`config.mk`:
```
export PLATFORM = sky130hd
export DESIGN_NAME = integ_sequencer_flat
export DESIGN_NICKNAME = d
export VERILOG_FILES = /design/src/rtl/integ_pkg.sv /design/src/rtl/integ_sequencer_if.sv /design/src/rtl/hyst_cmp.sv /design/src/rtl/integ_sequencer.sv /design/src/flat_wrapper.sv
export SDC_FILE = /design/constraint.sdc
export NUM_CORES = 1
export LEC_CHECK = 0
export BUFFER_PORTS_ARGS = -buffer_cell sky130_fd_sc_hd__buf_2
export CORE_ASPECT_RATIO = 0.8
export CORE_UTILIZATION = 50
export CTS_BUF_LIST = sky130_fd_sc_hd__clkbuf_8 sky130_fd_sc_hd__clkbuf_16
export DETAILED_ROUTE_END_ITERATION = 12
export GPL_TIMING_DRIVEN = 1
export PLACE_DENSITY = 0.66
export RECOVER_POWER = 25
export SYNTH_ARGS = -nofsm -noshare
export SYNTH_HDL_FRONTEND = slang
export SYNTH_SLANG_ARGS = --single-unit
```
`constraint.sdc`:
```
create_clock -name clk -period 4.8 [get_ports clk]
set_clock_uncertainty 0.15 [all_clocks]
set_input_delay 0.72 -clock clk [delete_from_list [all_inputs] [get_ports clk]]
set_output_delay 0.72 -clock clk [all_outputs]
set_load 0.05 [all_outputs]
```
`src/rtl/integ_pkg.sv`:
```
// Shared types and constants for the gyro integrator sequencer.
package integ_pkg;

  typedef enum logic [2:0] {
    WAIT_INIT,
    START,
    CAL,
    RUN,
    ERR
  } seq_state_t;

  localparam int          SPD_W        = 11;
  localparam logic [19:0] CAL_TMO_FAST = 20'd4095;
  localparam logic [15:0] STALE_FAST   = 16'd255;
  localparam logic [10:0] FUS_ON_DEF   = 11'h200;
  localparam logic [10:0] FUS_OFF_DEF  = 11'h180;
  localparam logic [4:0]  COAST_DEF    = 5'd16;

  // Simulation builds swap the long hardware timeouts for short fixed ones.
  function automatic logic [19:0] cal_lim(input bit fast, input logic [19:0] tmo);
    return fast ? CAL_TMO_FAST : tmo;
  endfunction

  function automatic logic [15:0] stale_lim(input bit fast, input logic [15:0] cyc);
    return fast ? STALE_FAST : cyc;
  endfunction

endpackage

```
`src/rtl/integ_sequencer_if.sv`:
```
// Control/status bundle between motion logic, the integrator and the sequencer.
interface integ_sequencer_if;
  logic                       gyro_ok;
  logic                       cal_req;
  logic                       go;
  logic [integ_pkg::SPD_W-1:0] frwrd_spd;
  logic                       cal_done;
  logic                       rdy;
  logic                       strt_cal;
  logic                       moving;
  logic                       en_fusion;
  logic                       cal_busy;
  logic                       cal_err;
  logic                       hdg_vld;

  modport master (
    output gyro_ok, cal_req, go, frwrd_spd, cal_done, rdy,
    input  strt_cal, moving, en_fusion, cal_busy, cal_err, hdg_vld
  );

  modport slave (
    input  gyro_ok, cal_req, go, frwrd_spd, cal_done, rdy,
    output strt_cal, moving, en_fusion, cal_busy, cal_err, hdg_vld
  );
endinterface

```
`src/rtl/hyst_cmp.sv`:
```
// Registered hysteresis comparator: sets at/above on_th, clears below off_th,
// holds in between, forced low while disabled.
module hyst_cmp #(
  parameter int W = 11
) (
  input  logic         clk,
  input  logic         rst,
  input  logic         en,
  input  logic [W-1:0] val,
  input  logic [W-1:0] on_th,
  input  logic [W-1:0] off_th,
  output logic         q
);

  always_ff @(posedge clk or posedge rst) begin
    if (rst)                q <= 1'b0;
    else if (!en)           q <= 1'b0;
    else if (val >= on_th)  q <= 1'b1;
    else if (val < off_th)  q <= 1'b0;
  end

endmodule

```
`src/rtl/integ_sequencer.sv`:
```
// Sequences gyro calibration, gates integration/fusion in RUN and watches the
// integrator's rdy stream for staleness.
module integ_sequencer
  import integ_pkg::*;
#(
  parameter bit          FAST_SIM    = 1'b1,
  parameter logic [19:0] CAL_TMO     = 20'hFFFFF,
  parameter logic [15:0] STALE_CYC   = 16'hFFFF,
  parameter logic [10:0] FUS_ON      = FUS_ON_DEF,
  parameter logic [10:0] FUS_OFF     = FUS_OFF_DEF,
  parameter logic [4:0]  COAST_SMPLS = COAST_DEF
) (
  input logic              clk,
  input logic              rst,
  integ_sequencer_if.slave bus
);

  localparam logic [19:0] TMO_LIM   = cal_lim(FAST_SIM, CAL_TMO);
  localparam logic [15:0] STALE_LIM = stale_lim(FAST_SIM, STALE_CYC);

  seq_state_t  state;
  logic [19:0] tmo_cnt, tmo_inc;
  logic [15:0] stale_cnt, stale_inc;
  logic [4:0]  coast_cnt;
  logic        strt_cal, moving, cal_busy, cal_err, hdg_vld;
  logic        fus_en, en_fusion;

  // tmo_cnt counts clocks since START began; the limit is hit on the edge
  // where the count reaches it, so the exits below compare the next value.
  assign tmo_inc   = (tmo_cnt == TMO_LIM)     ? tmo_cnt   : tmo_cnt + 20'd1;
  assign stale_inc = (stale_cnt == STALE_LIM) ? stale_cnt : stale_cnt + 16'd1;
  assign fus_en    = (state == RUN) && bus.go && !bus.cal_req;

  always_ff @(posedge clk or posedge rst) begin
    if (rst) begin
      state     <= WAIT_INIT;
      tmo_cnt   <= '0;
      stale_cnt <= '0;
      coast_cnt <= '0;
      strt_cal  <= 1'b0;
      moving    <= 1'b0;
      cal_busy  <= 1'b0;
      cal_err   <= 1'b0;
      hdg_vld   <= 1'b0;
    end else begin
      strt_cal <= 1'b0;
      case (state)
        WAIT_INIT: if (bus.gyro_ok) begin
          state    <= START;
          strt_cal <= 1'b1;
          tmo_cnt  <= '0;
        end
        START: begin
          state    <= CAL;
          cal_busy <= 1'b1;
          tmo_cnt  <= tmo_inc;
        end
        CAL: begin
          if (bus.cal_done) begin
            state     <= RUN;
            cal_busy  <= 1'b0;
            hdg_vld   <= 1'b1;
            stale_cnt <= '0;
            coast_cnt <= '0;
            moving    <= 1'b0;
          end else begin
            tmo_cnt <= tmo_inc;
            if (tmo_inc == TMO_LIM) begin
              state    <= ERR;
              cal_busy <= 1'b0;
              cal_err  <= 1'b1;
            end
          end
        end
        RUN: begin
          if (bus.cal_req) begin
            state     <= START;
            strt_cal  <= 1'b1;
            tmo_cnt   <= '0;
            stale_cnt <= '0;
            coast_cnt <= '0;
            moving    <= 1'b0;
            hdg_vld   <= 1'b0;
          end else begin
            if (bus.rdy) begin
              stale_cnt <= '0;
              hdg_vld   <= 1'b1;
            end else begin
              stale_cnt <= stale_inc;
              if (stale_inc == STALE_LIM) hdg_vld <= 1'b0;
            end
            // Keeping the coast count loaded while go is high makes a go
            // re-assert mid-coast restart the full coast window.
            if (bus.go) begin
              moving    <= 1'b1;
              coast_cnt <= COAST_SMPLS;
            end else if (moving && bus.rdy) begin
              if (coast_cnt <= 5'd1) begin
                coast_cnt <= '0;
                moving    <= 1'b0;
              end else begin
                coast_cnt <= coast_cnt - 5'd1;
              end
            end
          end
        end
        ERR: if (bus.cal_req) begin
          state    <= START;
          strt_cal <= 1'b1;
          cal_err  <= 1'b0;
          tmo_cnt  <= '0;
        end
        default: state <= WAIT_INIT;
      endcase
    end
  end

  hyst_cmp #(.W(SPD_W)) u_fus (
    .clk    (clk),
    .rst    (rst),
    .en     (fus_en),
    .val    (bus.frwrd_spd),
    .on_th  (FUS_ON),
    .off_th (FUS_OFF),
    .q      (en_fusion)
  );

  assign bus.strt_cal  = strt_cal;
  assign bus.moving    = moving;
  assign bus.en_fusion = en_fusion;
  assign bus.cal_busy  = cal_busy;
  assign bus.cal_err   = cal_err;
  assign bus.hdg_vld   = hdg_vld;

endmodule

```
`src/flat_wrapper.sv`:
```
// flat-port wrapper written by rule: the top's interface ports become plain ports
module integ_sequencer_flat import integ_pkg::*;
#(
  parameter bit          FAST_SIM    = 1'b1,
  parameter logic [19:0] CAL_TMO     = 20'hFFFFF,
  parameter logic [15:0] STALE_CYC   = 16'hFFFF,
  parameter logic [10:0] FUS_ON      = FUS_ON_DEF,
  parameter logic [10:0] FUS_OFF     = FUS_OFF_DEF,
  parameter logic [4:0]  COAST_SMPLS = COAST_DEF
)
  (clk, rst, bus_gyro_ok, bus_cal_req, bus_go, bus_frwrd_spd, bus_cal_done, bus_rdy, bus_strt_cal, bus_moving, bus_en_fusion, bus_cal_busy, bus_cal_err, bus_hdg_vld);
  integ_sequencer_if bus_i ();
  input logic clk;
  input logic rst;
  input wire logic [$bits(bus_i.gyro_ok)-1:0] bus_gyro_ok;
  input wire logic [$bits(bus_i.cal_req)-1:0] bus_cal_req;
  input wire logic [$bits(bus_i.go)-1:0] bus_go;
  input wire logic [$bits(bus_i.frwrd_spd)-1:0] bus_frwrd_spd;
  input wire logic [$bits(bus_i.cal_done)-1:0] bus_cal_done;
  input wire logic [$bits(bus_i.rdy)-1:0] bus_rdy;
  output wire logic [$bits(bus_i.strt_cal)-1:0] bus_strt_cal;
  output wire logic [$bits(bus_i.moving)-1:0] bus_moving;
  output wire logic [$bits(bus_i.en_fusion)-1:0] bus_en_fusion;
  output wire logic [$bits(bus_i.cal_busy)-1:0] bus_cal_busy;
  output wire logic [$bits(bus_i.cal_err)-1:0] bus_cal_err;
  output wire logic [$bits(bus_i.hdg_vld)-1:0] bus_hdg_vld;
  assign bus_i.gyro_ok = bus_gyro_ok;
  assign bus_i.cal_req = bus_cal_req;
  assign bus_i.go = bus_go;
  assign bus_i.frwrd_spd = bus_frwrd_spd;
  assign bus_i.cal_done = bus_cal_done;
  assign bus_i.rdy = bus_rdy;
  assign bus_strt_cal = bus_i.strt_cal;
  assign bus_moving = bus_i.moving;
  assign bus_en_fusion = bus_i.en_fusion;
  assign bus_cal_busy = bus_i.cal_busy;
  assign bus_cal_err = bus_i.cal_err;
  assign bus_hdg_vld = bus_i.hdg_vld;
  integ_sequencer #(.FAST_SIM(FAST_SIM), .CAL_TMO(CAL_TMO), .STALE_CYC(STALE_CYC), .FUS_ON(FUS_ON), .FUS_OFF(FUS_OFF), .COAST_SMPLS(COAST_SMPLS)) u_core (.clk(clk), .rst(rst), .bus(bus_i));
endmodule
```
== Word-level counts from Yosys, hierarchy flattened ==
Index checks and enable logic that the tools add are counted.
Widths: inputs -> output; s select.

* $add $sub $neg: 3
* Multipliers: 0
* Div/mod/pow operators: 0
* $lt $le $gt $ge: 3
* Eq/ne operators: 19
* Shifts and indexed selects: 0
* Muxes and demuxes: 45
* Bitwise gates (word level): 0
* Reductions and logical operators: 18

{| class="wikitable"
|+ Operators by type and width
! kind !! number
|-
| $mux 20 || 4
|-
| $pmux 20 s4 || 1
|-
| $mux 16 || 4
|-
| $eq 20x12->1 const B || 2
|-
| $eq 16x8->1 const B || 2
|-
| $pmux 16 s2 || 1
|-
| $mux 5 || 5
|-
| $add 20x1->20 const B || 1
|-
| $mux 1 || 19
|-
| $add 16x1->16 const B || 1
|-
| $mux 3 || 4
|-
| $ne 4x4->1 const B || 3
|-
| $pmux 3 s4 || 1
|-
| $reduce_and 4->1 || 3
|-
| $ge 11x10->1 const B || 1
|-
| $lt 11x9->1 const B || 1
|-
| $pmux 1 s2 || 5
|-
| $pmux 5 s2 || 1
|-
| $reduce_and 3->1 || 3
|-
| $ne 2x2->1 const B || 4
|-
| $eq 3x2->1 const B || 2
|-
| $reduce_bool 2->1 || 3
|-
| $le 5x1->1 const B || 1
|-
| $sub 5x1->5 const B || 1
|-
| 11 further kinds || 15
|}

* Flip-flop bits (word level): 50
* Latch bits: 0
* Memory bits (writable): 0
* Bits in read-only memories: 0
* Output and inout bits: 6
* Logic and storage cells: 98
* Memories: 0

== Logic depth before layout (Yosys ltp) ==
Gate-level depths: netlist (run 1).

* Depth in word-level cells: 7
* Mapped depth: 9
* Gate-level depth less buffers: 8

== Modules after synthesis ==
From an unflattened synthesis (run 1), not the netlist that was laid out.

* Cell total of the unflattened synthesis: 473
* Area total of the unflattened synthesis: 3767.4 um2

{| class="wikitable"
|+ Modules (own cells, without submodules)
! module !! instances !! cells each !! area an instance (um2) !! seq. area each (um2)
|-
| integ_sequencer || 1 || 396 || 3198.1 || 1226.2
|-
| hyst_cmp || 1 || 77 || 569.3 || 25.0
|}

== Worst setup path after synthesis (run 1) ==
No wires, ideal clock.

* Path kind: reg2reg
* Start: reg u_core.tmo_cnt[0]
* End: reg u_core.cal_busy, in the netlist u_core.bus.cal_busy
* Setup time: 0.119 ns
* Arrival time: 2.069 ns
* Path slack: 2.462 ns
* Cell stages (with the launch flop): 9
* Path buffers: 0
* Period minus slack after synthesis: 2.338 ns
* Cells stage by stage: dfrtp_1 -> ha_1 -> and3_1 -> nand4_1 -> o21ai_0 -> xor2_1 -> nor4_2 -> a31oi_1 -> o21a_1

* Longest elaborated chain between the ends: 5
* Elaborated cells between the ends (all ways): 6

{| class="wikitable"
|+ RTL lines
! item !! RTL line !! RTL
|-
| start, declared || integ_sequencer.sv:22 || <nowiki>logic [19:0] tmo_cnt, tmo_inc;</nowiki>
|-
| start signal, assigned || integ_sequencer.sv:56 || <nowiki>tmo_cnt <= tmo_inc;</nowiki>
|-
| start signal, assigned || integ_sequencer.sv:67 || <nowiki>tmo_cnt <= tmo_inc;</nowiki>
|-
| $add 20x1->20 or $eq 20x12->1 (tied branches) || integ_sequencer.sv:30 || <nowiki>assign tmo_inc = (tmo_cnt == TMO_LIM) ? tmo_cnt : tmo_cnt + 20'd1;</nowiki>
|-
| $mux 20 (*) || integ_sequencer.sv:30 ||
|-
| $eq 20x12->1 (*) || integ_sequencer.sv:68 || <nowiki>if (tmo_inc == TMO_LIM) begin</nowiki>
|-
| $ne 3x2->1 (no source line) (*) || -- ||
|-
| $reduce_and 2->1 (no source line) (*) || -- ||
|-
| end signal, assigned || integ_sequencer.sv:42 || <nowiki>cal_busy <= 1'b0;</nowiki>
|-
| end signal, assigned || integ_sequencer.sv:61 || <nowiki>cal_busy <= 1'b0;</nowiki>
|-
| end signal, assigned || integ_sequencer.sv:70 || <nowiki>cal_busy <= 1'b0;</nowiki>
|-
| end, declared || integ_sequencer.sv:25 || <nowiki>logic strt_cal, moving, cal_busy, cal_err, hdg_vld;</nowiki>
|}

Mark *: on every way between the ends. The rest lies on a longest branch, timed or not.
A chain may end at the register's enable or synchronous reset.

== Worst setup path after layout (run 1) ==
* Start: reg u_core.tmo_cnt[0]
* End: reg u_core.state[2]

* Longest elaborated chain between the ends: 5
* Elaborated cells between the ends (all ways): 6

{| class="wikitable"
|+ RTL lines
! item !! RTL line !! RTL
|-
| $add 20x1->20 or $eq 20x12->1 (tied branches) || integ_sequencer.sv:30 ||
|-
| $mux 20 (*) || integ_sequencer.sv:30 ||
|-
| $eq 20x12->1 (*) || integ_sequencer.sv:68 ||
|-
| $ne 3x2->1 (no source line) (*) || -- ||
|-
| $reduce_and 3->1 (no source line) (*) || -- ||
|-
| end signal, assigned || integ_sequencer.sv:36 || <nowiki>state <= WAIT_INIT;</nowiki>
|-
| end signal, assigned || integ_sequencer.sv:69 || <nowiki>state <= ERR;</nowiki>
|-
| end signal, assigned || integ_sequencer.sv:77 || <nowiki>state <= START;</nowiki>
|-
| end, declared || integ_sequencer.sv:21 || <nowiki>seq_state_t state;</nowiki>
|}

Marks and branches as above.

==> results of run 1 <==
[logic make-up after synthesis]
logic type,synth area share (%)
flip-flops,37.6
XOR/XNOR,3.95
adder cells (fa/ha/maj),1.50
AND/OR/NAND/NOR,26.0
multiplexers,0.602
AO/OA/AOI/OAI,25.8
buffers and inverters,4.59
[layer usage]
layer / wire length [um] / global-route usage (%) / part of all wire, % / vias up
met3: 396 / 3.64 / 5.0 / 5
met4: 51 / 6.15 / 0.65 / 0
met1: 4200 / 37.5 / 53 / 1488
met2: 3220 / 33.2 / 41 / 78
met5: 0 / 0 / 0 / -
li1: - / - / - / 1517
[worst max-delay path: stages (launching register included)]
cell and delay [ns]:
dfrtp_1 0.51, ha_1 0.31, and3_1 0.29, nand4_1 0.24
nor2_1 0.67, a311oi_1 0.24, a2111oi_2 0.37, nand4_1 0.19
o41ai_1 0.09
[cell type report]
cell class,count,area [um2],area share [%]
clock buffers,5,68.8,1.94
well taps,84,105,2.96
repair buffers,19,98.8,2.79
flip-flops and latches,50,1250,35.3
inverters,13,48.8,1.38
clock inverters,3,48.8,1.38
multi-input cells,322,1920,54.3
[power by group]
group          internal, W  total, W  switching, W
Clock             0.000159  0.000321      0.000162
Combinational     0.000172  0.000527      0.000355
Sequential        0.000468  0.000540     0.0000726
[path summary, 6_finish.rpt]
kind | startpoint | endpoint | slack, ns | cells after the start
worst max-delay path | u_core.tmo_cnt[0] | u_core.state[2] | 1.65 | 8
worst min-delay path | u_core.bus.cal_err | u_core.bus.cal_err | 0.34 | 2
worst max register to register | u_core.tmo_cnt[0] | u_core.state[2] | 1.65 | 8
worst min register to register | u_core.bus.cal_err | u_core.bus.cal_err | 0.34 | 2
max in group asynchronous | rst | u_core.stale_cnt[1] | 2.60 | 2
min in group asynchronous | rst | u_core.bus.moving | 0.83 | 2
[cell usage in the layout, fill, tap and decap left out, types with 5 or more instances in the layout]
cell type / synthesis / layout
nor2_1: 36 / 36
clkbuf_8: 0 / 5
dfrtp_1: 50 / 50
o21ai_0: 56 / 56
nand4_1: 11 / 11
a22o_1: 6 / 6
and4_1: 5 / 5
nand2_1: 45 / 45
and2_1: 6 / 6
nor4_1: 5 / 5
o31ai_1: 9 / 9
a21oi_1: 16 / 16
and3_1: 9 / 9
buf_2: 8 / 16
xnor2_1: 11 / 11
nand3_1: 19 / 19
nor3_1: 7 / 7
inv_1: 12 / 12
a31oi_1: 15 / 15
[flip-flops by register name, summed over array words and instances, names as in the netlist]
signal               flops
u_core.coast_cnt         5
u_core.bus.hdg_vld       1
u_core.bus.strt_cal      1
u_core.bus.cal_busy      1
u_core.u_fus.q           1
u_core.stale_cnt        16
u_core.tmo_cnt          20
u_core.bus.moving        1
u_core.state             3
u_core.bus.cal_err       1
[metrics by stage]
stage               hold slack, ns  setup WS (ns)  total power, W  instance area (um2)
floorplan                    0.323           2.46        0.000936                 3330
global placement             0.298           1.74         0.00106                 3430
detailed placement           0.323           1.69         0.00107                 3430
CTS                          0.348           1.67         0.00140                 3550
global route                 0.385           1.35         0.00148                 3550
finish                       0.339           1.65         0.00139                 3550
[cells in the mapped netlist (3+ instances only)]
master,count,share of area (%)
o21ai_0,56,8.4
dfrtp_1,50,38
nand2_1,45,5.1
nor2_1,36,4.1
nand3_1,19,2.9
clkbuf_1,17,1.9
a21oi_1,16,2.4
a31oi_1,15,2.8
inv_1,12,1.4
nand4_1,11,2.1
xnor2_1,11,2.9
and3_1,9,1.7
o31ai_1,9,2.0
buf_2,8,1.2
nor3_1,7,1.1
a22o_1,6,1.6
and2_1,6,1.1
and4_1,5,1.3
nor4_1,5,0.94
a21o_1,4,0.90
a311oi_1,4,1.1
ha_1,4,1.5
o41ai_1,4,1.1
xor2_1,4,1.1
nor2b_1,3,0.56
nor4_2,3,1.1
o21a_1,3,0.68
o21ai_1,3,0.45
or3_1,3,0.56
==> impl_metrics.ini, run 1 <==
[grt]
grt_max_degree = 51
antenna_found_initial = 0
grt_pass1_vias = 2653
grt_usage_pct = 23.7
grt_pass1_wl_mm = 13.1
grt-ovfl-total = 0

[routing]
first_iter_violations = 205
num_vias = 3088
remaining_drc_errors = 0
ant_nets = 0
wl_mm = 7.87
drt-pass1-iter-count = 4
viasPerCell = 6.23
wl_per_cell_um = 15.9

[power_and_ir_drop]
ir_drop_v = 0.000206
powerDensity_nw_per_um2 = 392
p_leak_nw = 1.45

[critical_path]
required_ns = 4.87
end_kind = register
crit_type = register to register
worst_ep_arrival_time_ns = 3.22
critPathMaxFanout = 11
cp-start-kind = register

[finish]
fillers = 606
nNetsFinal = 433
fin_util_pct = 55.3
diodes = 0
fin_cells = 496
drive_gt1_share_pct = 9.71
areaGrowthSynthToFinish_pct = 6.54

[clock_tree]
cts_hold_buf = 0
cts_tree = done
ctsHtreeMaxLevel = 2
cts_post_setup_buffers_inserted = 0
cts_resized = 0
worst_skew_pair.late_latency_ns = 0.32
cts_max_path_buffers = 2
root_buffer = clkbuf_8
cts_sinks = 50
cts-buffers-inserted = 5
clkSlewWorstSetupHoldPaths_ns = 0.10

[synthesis]
synth_cells = 410
synthesis.area_um2 = 3330
yosysWarnings = 0
synth-main-ff-cell = dfrtp_1
synth_edf_count = 0
async_reset_ff_share_pct = 100
ys_seq_area_share_pct = 37.6
avgSynthCellArea_um2 = 8.12
synthesis.nets = 432
synth_seq_cells = 50
synth_cell_types = 52

[placement]
placed_cells_incl_taps = 488
dp_hpwl_mm = 5.39
gpl.final_weighted_congestion = 0.867
portBuffers = 16

[min_path]
holdCritPathClass = register to register

[timing]
fin_crit_sh_pct = 65.6
min_period_ns = 3.15
hold_violations = 0
slew_headroom_pct = -23.6
report.final.slew_viol_count = 51
tns_ns = 0
fmax_ghz = 0.317
worst_pin_slew_ns = 1.85
setup_viol = 0
rsz0062_at_grt = no

[floorplanning]
row_count = 26
die_area_um2 = 6990
chipWidth_um = 93.2
start_util_pct = 51.9
io_pins = 24
fp.dieH_um = 75.0
core_area_um2 = 6410

[job]
cap_violations = 1

[status]
failed_checks = max-capacitance violations, max-slew violations
status = complete, but fails checks
(Power assumes the default switching activity.)
==> run 2, diff against run 1 <==
==> constraint.sdc (replaced) <==
create_clock -name clk -period 3.1 [get_ports clk]
set_clock_uncertainty 0.15 [all_clocks]
set_input_delay 0.465 -clock clk [delete_from_list [all_inputs] [get_ports clk]]
set_output_delay 0.465 -clock clk [all_outputs]
set_load 0.05 [all_outputs]
==> run 2 against run 1 <==
Net effect:
- the run now ends clean
- maximum frequency increased by 15%
- wire length decreased by 0.15%
- first-iteration DRC count grew 18%
- count of clock-buffer cells in the layout is the same
- critical endpoint unchanged
- largest power group is now combinational cells
==> impl_metrics.ini, run 2 (synthesis results as in run 1) <==
[clock_tree]
cts_tree = done
cts_sinks = 50
root_buffer = clkbuf_8
clkSlewWorstSetupHoldPaths_ns = 0.10
worst_skew_pair.late_latency_ns = 0.31
cts_max_path_buffers = 2
ctsHtreeMaxLevel = 2
cts-buffers-inserted = 5

[finish]
mostFrequentLayoutCells = o21ai_0 (56), dfrtp_1 (50), nand2_1 (45), nor2_1 (36), nand3_1 (19)
largest_reg_flops = 20
mostFrequentLayoutCell = o21ai_0
areaGrowthSynthToFinish_pct = 7.07
diodes = 0
fin_cells = 503
final-seq-area_um2 = 1250
top_regs = u_core.tmo_cnt (20), u_core.stale_cnt (16), u_core.coast_cnt (5)
nNetsFinal = 440
top_register = u_core.tmo_cnt
multi_input_area_um2 = 1920
fillers = 587
drive_gt1_share_pct = 9.31

[routing]
first_iter_violations = 242
wl_per_cell_um = 15.6
viasPerCell = 6.12
num_vias = 3080
wl_mm = 7.86
ant_nets = 0
drt-pass1-iter-count = 5
remaining_drc_errors = 0

[placement]
dp_hpwl_mm = 5.58
portBuffers = 16
gpl.final_weighted_congestion = 0.848
placed_cells_incl_taps = 494

[critical_path]
ff2ff_path_depth = 8
worstReg2RegEnd = u_core.state[2]
r2r_slack_ns = 0.36
worst_ep_arrival_time_ns = 2.79
critPathMaxFanout = 6
r2r_start = u_core.tmo_cnt[1]
crit_type = register to register
required_ns = 3.15
cp-start-kind = register
end_kind = register

[timing]
fin_crit_sh_pct = 88.4
hold_violations = 0
fmax_ghz = 0.365
setup_viol = 0
report.final.slew_viol_count = 0
tns_ns = 0
rsz0062_at_grt = no
min_period_ns = 2.74
worst_pin_slew_ns = 0.841
slew_headroom_pct = 43.9

[floorplanning]
die_area_um2 = 6990
row_count = 26
start_util_pct = 51.9
chipWidth_um = 93.2
fp.dieH_um = 75.0
core_area_um2 = 6410
io_pins = 24

[status]
status = complete, no violations

[min_path]
worstHoldStart = bus_frwrd_spd[10]
whs_endpoint = u_core.u_fus.q
holdCritPathClass = input pin to register
hold_depth = 3

[job]
cap_violations = 0

[grt]
grt-ovfl-total = 0
grt_usage_pct = 23.9
antenna_found_initial = 0
grt_pass1_wl_mm = 13.2
grt_pass1_vias = 2628
grt_max_degree = 34

[power_and_ir_drop]
p_leak_nw = 1.45
p_int_w = 0.00115
pwr-share-comb_pct = 40.7
switching_share_pct = 43.7
power.share.clock_pct = 19.0
power.net_switching_w = 0.000897
ir_drop_v = 0.000282
pwr-share-seq_pct = 40.3
powerDensity_nw_per_um2 = 576
total_power_w = 0.00205
## run 2: stage by stage
step           cell area (um2)  util (%)  setup WS [ns]  hold slack, ns
2_1_floorplan             3330         -          0.762           0.323
3_3_place_gp              3480      54.3          0.426           0.299
3_5_place_dp              3480      54.3          0.385           0.308
4_1_cts                   3580      55.8          0.379           0.237
5_1_grt                   3560      55.6         0.0883           0.243
6_report                  3560      55.6          0.361           0.243
## run 2: area by class of cell
type,count,share of cell area (%)
timing repair buffer,26,4.04
sequential,50,35.1
clock inverter,3,0.597
multi-input combinational,322,54.0
clock buffer,5,1.93
tap,84,2.95
inverter,13,1.37
## run 2: repair_timing
action / 4_1_cts / 5_1_grt
gates resized for setup: 0 / 0
buffers inserted: 0 / 0
setup endpoints to repair: 0 / 0
hold endpoints to repair: 17 / 0
hold buffers: 1 / 0
## run 2: how the worst max path moves through the flow
stage / start / cells after the start / slack (ns) / endpoint
floorplan: u_core.tmo_cnt[0] / 8 / 0.76 / u_core.bus.cal_busy
CTS: u_core.tmo_cnt[1] / 8 / 0.38 / u_core.state[2]
detailed placement: u_core.tmo_cnt[1] / 8 / 0.38 / u_core.state[2]
global route: u_core.stale_cnt[0] / 8 / 0.09 / u_core.bus.hdg_vld
global placement: u_core.tmo_cnt[1] / 8 / 0.43 / u_core.state[2]
finish: u_core.tmo_cnt[1] / 8 / 0.36 / u_core.state[2]
## run 2: critical path, cell delays in order (launching register included)
cell and delay (ns):
dfrtp_1 0.46, ha_1 0.29, and3_1 0.27, nand4_1 0.27
o21ai_0 0.38, xor2_1 0.13, nor4_2 0.39, nand4_1 0.19
o41ai_1 0.10
## run 2: power by group through the flow
stage / logic (W) / registers [W] / clock network, W
floorplan: 0.000564 / 0.000885 / 0
global placement: 0.000824 / 0.000833 / 0
detailed placement: 0.000841 / 0.000837 / 0
CTS: 0.000846 / 0.000824 / 0.000402
global route: 0.000942 / 0.000843 / 0.000432
finish: 0.000834 / 0.000826 / 0.000391
## run 2: routing by layer
layer  vias to the layer above  global-route usage (%)  routed length, um  share of wire (%)
met5                         -                       0                  0                  0
met4                         0                    4.79                 62               0.79
met3                         7                    4.34                441                5.6
li1                       1526                       -                  -                  -
met2                        81                    32.7               3140                 40
met1                      1466                    38.7               4210                 54
